### src/rtl/am2930_seq_if.sv
// Host-side command and interrupt handshake bundle for the am2930 sequencer controller.
interface am2930_seq_if;
  logic       cmd_valid;
  logic [1:0] cmd_op;
  logic [3:0] cmd_addr;
  logic       cmd_ready;
  logic       irq;
  logic [3:0] irq_vec;
  logic       irq_ack;

  modport master (
    output cmd_valid, cmd_op, cmd_addr, irq, irq_vec,
    input  cmd_ready, irq_ack
  );

  modport slave (
    input  cmd_valid, cmd_op, cmd_addr, irq, irq_vec,
    output cmd_ready, irq_ack
  );
endinterface

### src/rtl/am2930_seq.sv
// Controller driving an am2930 program-address sequencer: arbitrates stall, interrupts and host
// commands, mirrors the am2930 stack depth and flags stack misuse.
module am2930_seq #(
  parameter int DEPTH = 17
) (
  input  logic         cp,
  input  logic         rst,
  am2930_seq_if.slave  host,
  input  logic         stall,
  input  logic         full_,
  input  logic         empty_,
  output logic [4:0]   i,
  output logic         ien_,
  output logic         cc_,
  output logic         re_,
  output logic         oe_,
  output logic         cn,
  output logic         ci,
  output logic [3:0]   d,
  output logic [4:0]   depth,
  output logic         ovf,
  output logic         unf,
  output logic         desync,
  output logic         in_isr
);

  typedef enum logic [1:0] {INIT, RUN, SUSP} state_t;

  localparam logic [4:0] PRST = 5'b00000;
  localparam logic [4:0] FPC  = 5'b00001;
  localparam logic [4:0] JMPD = 5'b10001;
  localparam logic [4:0] JSBD = 5'b10111;
  localparam logic [4:0] RTS  = 5'b11100;
  localparam logic [4:0] CHLD = 5'b11110;
  localparam logic [4:0] PSUS = 5'b11111;
  localparam logic [4:0] DEPTH_MAX = 5'(DEPTH);

  state_t state_reg;
  logic   irq_eligible;
  logic   cmd_take;
  logic   at_full;
  logic   at_empty;

  // Pins the am2930 never needs toggled by this controller.
  assign ien_ = 1'b0;
  assign re_  = 1'b1;
  assign oe_  = 1'b0;
  assign cn   = 1'b0;

  assign irq_eligible   = (state_reg == RUN) && host.irq && !in_isr;
  assign host.cmd_ready = !stall &&
                          (((state_reg == RUN) && !irq_eligible) ||
                           ((state_reg == SUSP) && (host.cmd_op == 2'b11)));
  assign cmd_take       = host.cmd_valid && host.cmd_ready;
  assign at_full        = (depth == DEPTH_MAX);
  assign at_empty       = (depth == 5'd0);

  always_ff @(posedge cp or posedge rst) begin
    if (rst) begin
      state_reg    <= INIT;
      i            <= PRST;
      cc_          <= 1'b1;
      ci           <= 1'b0;
      d            <= 4'b0000;
      depth        <= 5'd0;
      ovf          <= 1'b0;
      unf          <= 1'b0;
      desync       <= 1'b0;
      in_isr       <= 1'b0;
      host.irq_ack <= 1'b0;
    end else begin
      host.irq_ack <= 1'b0;
      cc_          <= 1'b1;
      ci           <= 1'b0;
      d            <= 4'b0000;
      case (state_reg)
        INIT: begin
          i         <= PRST;
          state_reg <= RUN;
        end
        RUN: begin
          if ((!full_ && !at_full) || (!empty_ && !at_empty))
            desync <= 1'b1;
          if (stall) begin
            i <= CHLD;
          end else if (irq_eligible) begin
            // The interrupt is acknowledged even when the stack cannot take it.
            host.irq_ack <= 1'b1;
            if (at_full) begin
              i   <= CHLD;
              ovf <= 1'b1;
            end else begin
              i      <= JSBD;
              d      <= host.irq_vec;
              cc_    <= 1'b0;
              ci     <= 1'b1;
              depth  <= depth + 5'd1;
              in_isr <= 1'b1;
            end
          end else if (cmd_take) begin
            case (host.cmd_op)
              2'b00: begin
                i   <= JMPD;
                d   <= host.cmd_addr;
                cc_ <= 1'b0;
                ci  <= 1'b1;
              end
              2'b01: begin
                if (at_full) begin
                  i   <= CHLD;
                  ovf <= 1'b1;
                end else begin
                  i     <= JSBD;
                  d     <= host.cmd_addr;
                  cc_   <= 1'b0;
                  ci    <= 1'b1;
                  depth <= depth + 5'd1;
                end
              end
              2'b10: begin
                if (at_empty) begin
                  i   <= CHLD;
                  unf <= 1'b1;
                end else begin
                  i      <= RTS;
                  cc_    <= 1'b0;
                  ci     <= 1'b1;
                  depth  <= depth - 5'd1;
                  in_isr <= 1'b0;
                end
              end
              default: begin
                i         <= PSUS;
                state_reg <= SUSP;
              end
            endcase
          end else begin
            i  <= FPC;
            ci <= 1'b1;
          end
        end
        SUSP: begin
          // cmd_ready already restricts acceptance here to an unstalled resume.
          if (cmd_take) begin
            i         <= FPC;
            ci        <= 1'b1;
            state_reg <= RUN;
          end else begin
            i <= PSUS;
          end
        end
        default: begin
          i         <= PRST;
          state_reg <= INIT;
        end
      endcase
    end
  end

endmodule

### src/flat_wrapper.sv
// flat-port wrapper written by rule: the top's interface ports become plain ports
module am2930_seq_flat 
#(
  parameter int DEPTH = 17
)
  (cp, rst, stall, full_, empty_, i, ien_, cc_, re_, oe_, cn, ci, d, depth, ovf, unf, desync, in_isr, host_cmd_valid, host_cmd_op, host_cmd_addr, host_irq, host_irq_vec, host_cmd_ready, host_irq_ack);
  am2930_seq_if host_i ();
  input  logic cp;
  input  logic rst;
  input  logic stall;
  input  logic full_;
  input  logic empty_;
  output logic [4:0] i;
  output logic ien_;
  output logic cc_;
  output logic re_;
  output logic oe_;
  output logic cn;
  output logic ci;
  output logic [3:0] d;
  output logic [4:0] depth;
  output logic ovf;
  output logic unf;
  output logic desync;
  output logic in_isr;
  input wire logic [$bits(host_i.cmd_valid)-1:0] host_cmd_valid;
  input wire logic [$bits(host_i.cmd_op)-1:0] host_cmd_op;
  input wire logic [$bits(host_i.cmd_addr)-1:0] host_cmd_addr;
  input wire logic [$bits(host_i.irq)-1:0] host_irq;
  input wire logic [$bits(host_i.irq_vec)-1:0] host_irq_vec;
  output wire logic [$bits(host_i.cmd_ready)-1:0] host_cmd_ready;
  output wire logic [$bits(host_i.irq_ack)-1:0] host_irq_ack;
  assign host_i.cmd_valid = host_cmd_valid;
  assign host_i.cmd_op = host_cmd_op;
  assign host_i.cmd_addr = host_cmd_addr;
  assign host_i.irq = host_irq;
  assign host_i.irq_vec = host_irq_vec;
  assign host_cmd_ready = host_i.cmd_ready;
  assign host_irq_ack = host_i.irq_ack;
  am2930_seq #(.DEPTH(DEPTH)) u_core (.cp(cp), .rst(rst), .host(host_i), .stall(stall), .full_(full_), .empty_(empty_), .i(i), .ien_(ien_), .cc_(cc_), .re_(re_), .oe_(oe_), .cn(cn), .ci(ci), .d(d), .depth(depth), .ovf(ovf), .unf(unf), .desync(desync), .in_isr(in_isr));
endmodule
### config.mk
export PLATFORM = sky130hd
export DESIGN_NAME = am2930_seq_flat
export DESIGN_NICKNAME = d
export VERILOG_FILES = /design/src/rtl/am2930_seq_if.sv /design/src/rtl/am2930_seq.sv /design/src/flat_wrapper.sv
export SDC_FILE = /design/constraint.sdc
export NUM_CORES = 1
export LEC_CHECK = 0
export CORE_UTILIZATION = 53
export CTS_BUF_LIST = sky130_fd_sc_hd__clkbuf_2
export DETAILED_ROUTE_END_ITERATION = 16
export PLACE_DENSITY_LB_ADDON = 0.05
export SLEW_MARGIN = 20
export SYNTH_ARGS = -nofsm -noshare
export SYNTH_HDL_FRONTEND = slang
export SYNTH_SLANG_ARGS = --single-unit
### constraint.sdc
create_clock -name cp -period 3.5 [get_ports cp]
set_input_delay 0.7 -clock cp [delete_from_list [all_inputs] [get_ports cp]]
set_output_delay 0.7 -clock cp [all_outputs]
set_load 0.02 [all_outputs]
Word-level counts from Yosys, hierarchy flattened
Index checks and enable logic that the tools add are counted.
{"block": "word_totals", "ff_bits": 23, "inputBits": 17, "word_cells": 113}
{"block": "op_classes", "add_sub_neg": 2, "eq_ne": 14, "mux": 53, "bitwise_logic": 2, "reduce_logical": 31}
{"cell": "2-to-1 mux 5 bit", "count": 8}
{"cell": "2-to-1 mux 4 bit", "count": 7}
{"cell": "2-to-1 mux 1 bit", "count": 24}
{"cell": "case mux 5 bit (2 select lines)", "count": 2}
{"cell": "case mux 5 bit (3 select lines)", "count": 1}
{"cell": "2-to-1 mux 2 bit", "count": 6}
{"cell": "AND reduction 6 bit", "count": 2}
{"cell": "AND reduction 5 bit", "count": 2}
{"cell": "logical AND 1 bit", "count": 8}
{"cell": "inequality test 2 bit, second input constant", "count": 4}
{"cell": "case mux 4 bit (2 select lines)", "count": 1}
{"cell": "logical NOT 1 bit", "count": 7}
{"cell": "== test 2 bit, second input constant", "count": 3}
{"cell": "inequality test 2 x 1 -> 1 bit, second input constant", "count": 3}
{"cell": "case mux 1 bit (3 select lines)", "count": 2}
{"cell": "case mux 2 bit (3 select lines)", "count": 1}
{"cell": "nonzero test 2 bit", "count": 3}
{"cell": "adder 5 x 1 -> 5 bit, second input constant", "count": 1}
{"cell": "== test 5 bit, second input constant", "count": 1}
{"cell": "logical NOT 5 bit", "count": 1}
{"cell": "subtractor 5 x 1 -> 5 bit, second input constant", "count": 1}
{"cell": "== test 2 x 1 -> 1 bit, second input constant", "count": 2}
{"cell": "logical NOT 2 bit", "count": 2}
{"cell": "AND reduction 4 bit", "count": 1}
{"cell": "other kinds (7)", "count": 9}

Depth between registers and ports, before layout
{"block": "logic_depth", "depth_word": 12, "ltp_mapped": 8, "mapped_depth_nobuf": 7}

Worst setup path before layout
Ideal clock, no wire load.
{"block": "synth_path", "kind": "input to output", "from": "input host_cmd_op[0]", "to": "output host_cmd_ready", "arrival_ns": 1.406, "t_required_ns": 2.800, "path_slack_ns": 1.394, "stages": 4, "path_cell_list": "ha_1 > nand2_1 > a21boi_1 > nor2_1"}
{"block": "synth_between", "elab_chain_cells": 4}
{"element": "start: declaration", "line_no": "flat_wrapper.sv:27", "text": "input wire logic [$bits(host_i.cmd_op)-1:0] host_cmd_op;"}
{"element": "== test 2 bit", "line_no": "am2930_seq.sv:53", "text": "((state_reg == SUSP) && (host.cmd_op == 2'b11)));"}
{"element": "logical AND 1 bit", "line_no": "am2930_seq.sv:53"}
{"element": "logical OR 1 bit", "line_no": "am2930_seq.sv:52", "text": "(((state_reg == RUN) && !irq_eligible) ||"}
{"element": "logical AND 1 bit", "line_no": "am2930_seq.sv:51", "text": "assign host.cmd_ready = !stall &&"}
{"element": "end: declaration", "line_no": "flat_wrapper.sv:31", "text": "output wire logic [$bits(host_i.cmd_ready)-1:0] host_cmd_ready;"}
Every way passes these cells.

Worst setup path in the final report
Ends and elaborated chain as after synthesis.

==> results.json <==
{
  "ys_dominant_reg_cell": "dfrtp_1",
  "critical_path_class": "input pin to output pin",
  "io_pins": 43,
  "switching_share": 0.443,
  "io_buffer_count": 38,
  "hp-class": "register to register",
  "grt_pass1_vias": 1133,
  "drv_cap": 0,
  "hp-start": "u_core.desync",
  "antenna_cells": 0,
  "ys_async_sr_fraction": 1.00,
  "yosysUniqueCellTypes": 46,
  "yosys.area_share.simple": 0.170,
  "skew_ns": 0.00189,
  "yosysSeqAreaShare": 0.387,
  "cts_buffers": 3,
  "syn_to_final_growth_pct": 26.7,
  "ctsResizeCount": 0,
  "clockBufferDepth": 2,
  "htreeDepth": 1,
  "p_int_uw": 668,
  "ctsHoldBuffers": 0,
  "r2r_end": "u_core.depth[2]",
  "ant_nets": 0,
  "antenna_found_initial": 0,
  "p_clk_frac": 0.096,
  "power_frac_comb": 0.558,
  "core-area_mm2": 0.00257,
  "pwr-share-seq": 0.346,
  "crit_arrival_ns": 2.47,
  "min_period_ns": 3.17,
  "start_util": 0.580,
  "tns_ns": 0,
  "vdd_drop_max_mv": 0.581,
  "final_area_mm2": 0.00189,
  "final_common_cell": "clkdlybuf4s50_1",
  "dr.pass1.iters": 4,
  "syn_avg_cell_area_um2": 9.68,
  "cp.required_ns": 2.80,
  "hold_depth": 1,
  "die_h_um": 55.0,
  "worstReg2RegStart": "u_core.state_reg[1]",
  "status": "finished clean",
  "synth_top_family_by_area": "compound AO/OA/AOI/OAI gates",
  "hold_violations": 0,
  "layout_common_cells": "clkdlybuf4s50_1, dfrtp_1, ha_1",
  "place_area_mm2": 0.00187,
  "clk_latency_ns": 0.34,
  "drive_above_1_share": 0.0684,
  "p_per_area_mw_per_mm2": 635,
  "synth_edf_count": 0,
  "routed_wl_mm": 3.27,
  "drt-initial-drc-count": 27,
  "crit_path_start_kind": "input pin",
  "reg.largest.list": "u_core.depth x5, u_core.i x5, u_core.d x4",
  "synth-xor-area-share": 0.0176,
  "synthAdderAreaFrac": 0.118,
  "cts_root_buf": "clkbuf_2",
  "tightest_slew_ns": 0.879,
  "grt_max_degree": 24,
  "ys_seq_elements": 23,
  "cts_setup_buffers": 0,
  "rsz0062_at_grt": "no",
  "grt_use_total": 0.242,
  "hpwl_mm": 2.47,
  "r2r_cells": 7,
  "setup_viol": 0,
  "numClockSinks": 23,
  "gp_congestion": 0.869,
  "finalNetCount": 222,
  "slew_headroom": 0.414,
  "slew_violations": 0,
  "fin_crit_sh": 0.907,
  "die_x_um": 55.0,
  "p_leak_nw": 0.839,
  "end_kind": "output pin",
  "avgRoutedWirePerCell_um": 14.9,
  "dieArea_mm2": 0.00303,
  "synth_compound_area_frac": 0.227,
  "drc": 0,
  "clock.fmax_mhz": 315,
  "clk_pin_slew_ns": 0.23,
  "tritoncts": "done",
  "whs_endpoint": "u_core.desync",
  "postSynthCellCount": 154,
  "cp_max_fo": 5,
  "viasPerCell": 5.67,
  "p_sw_uw": 531,
  "fillCellCount": 200,
  "yosysWarnings": 0,
  "via_count": 1248,
  "grt_pass1_wl_mm": 5.15,
  "synthesis.area_mm2": 0.00149,
  "fp-row-count": 18,
  "muxShareOfSynthArea": 0.0143,
  "gr-total-overflow": 0,
  "r2r_slack_ns": 1.23
}
==> critical path, cell delays in order <==
cell	delay [ns]
clkdlybuf4s50_1	0.48
ha_1	0.27
nand2_1	0.08
a21boi_1	0.33
nor2_1	0.07
clkdlybuf4s50_1	0.54
==> cells in the mapped netlist (3+ instances only) <==
cell | n | area, um2
nand3_1 | 4 | 20.0
a211oi_1 | 3 | 22.5
buf_4 | 4 | 30.0
o21ai_0 | 9 | 45.0
nand4_1 | 4 | 25.0
nand2b_1 | 6 | 37.5
a22o_1 | 4 | 35.0
nor3_1 | 5 | 25.0
nor2_1 | 7 | 26.3
dfrtp_1 | 22 | 551
a21oi_1 | 11 | 55.1
ha_1 | 14 | 175
inv_1 | 12 | 45.0
nand2_1 | 6 | 22.5
o31ai_1 | 4 | 30.0
a21boi_0 | 4 | 30.0
==> area by class of cell <==
type / instances / area [um2] / share of cell area
inverter: 12 / 45.0 / 0.0239
clock buffer: 4 / 20.0 / 0.0106
multi-input combinational: 113 / 828 / 0.439
tap: 30 / 37.5 / 0.0199
sequential: 23 / 577 / 0.306
timing repair buffer: 38 / 380 / 0.201
==> metal layers <==
metal	share of wire	wire (um)	up-vias	global-route usage
met1	0.46	1490	576	0.328
met3	0.059	194	4	0.0355
met2	0.48	1560	48	0.396
met5	0	0	-	0
met4	0.0089	29	0	0.0750
li1	-	-	620	-
==> worst max-delay path by stage <==
stage / depth (start not counted) / slack [ns] / from / to
6_report: 6 / 0.33 / host_cmd_op[0] / host_cmd_ready
4_1_cts: 6 / 0.33 / host_cmd_op[0] / host_cmd_ready
3_3_place_gp: 6 / 0.37 / host_cmd_op[0] / host_cmd_ready
5_1_grt: 6 / 0.25 / host_cmd_op[0] / host_cmd_ready
2_1_floorplan: 4 / 1.39 / host_cmd_op[0] / host_cmd_ready
3_5_place_dp: 6 / 0.33 / host_cmd_op[0] / host_cmd_ready
==> logic make-up (layout without fill, tap and decap cells) <==
kind of cell / count (synthesis) / in the layout
AO/OA/AOI/OAI: 48 / 48
XOR/XNOR: 3 / 3
adder cells (fa/ha/maj): 14 / 14
buffers and inverters: 20 / 54
flip-flops: 23 / 23
multiplexers: 2 / 2
other: 2 / 4
AND/OR/NAND/NOR: 42 / 42
==> power groups by stage <==
| stage | clock network (mW) | registers [mW] | logic (mW) |
|---|---|---|---|
| after global routing | 0.125 | 0.426 | 0.736 |
| after floorplan | 0 | 0.484 | 0.366 |
| final | 0.115 | 0.415 | 0.669 |
| after global placement | 0 | 0.415 | 0.644 |
| after CTS | 0.117 | 0.416 | 0.670 |
| after detailed placement | 0 | 0.422 | 0.665 |
==> metrics by stage <==
stage               power, mW  setup slack (ns)  cells   util  hold slack, ns
floorplan               0.849              1.39    156      -           0.533
global placement         1.06             0.371    216  0.728           0.447
detailed placement       1.09             0.329    216  0.728           0.455
CTS                      1.20             0.325    220  0.735           0.506
global route             1.29             0.251    220  0.735           0.521
finish                   1.20             0.326    220  0.735           0.500
No activity file was read; power rests on OpenSTA's default activity.
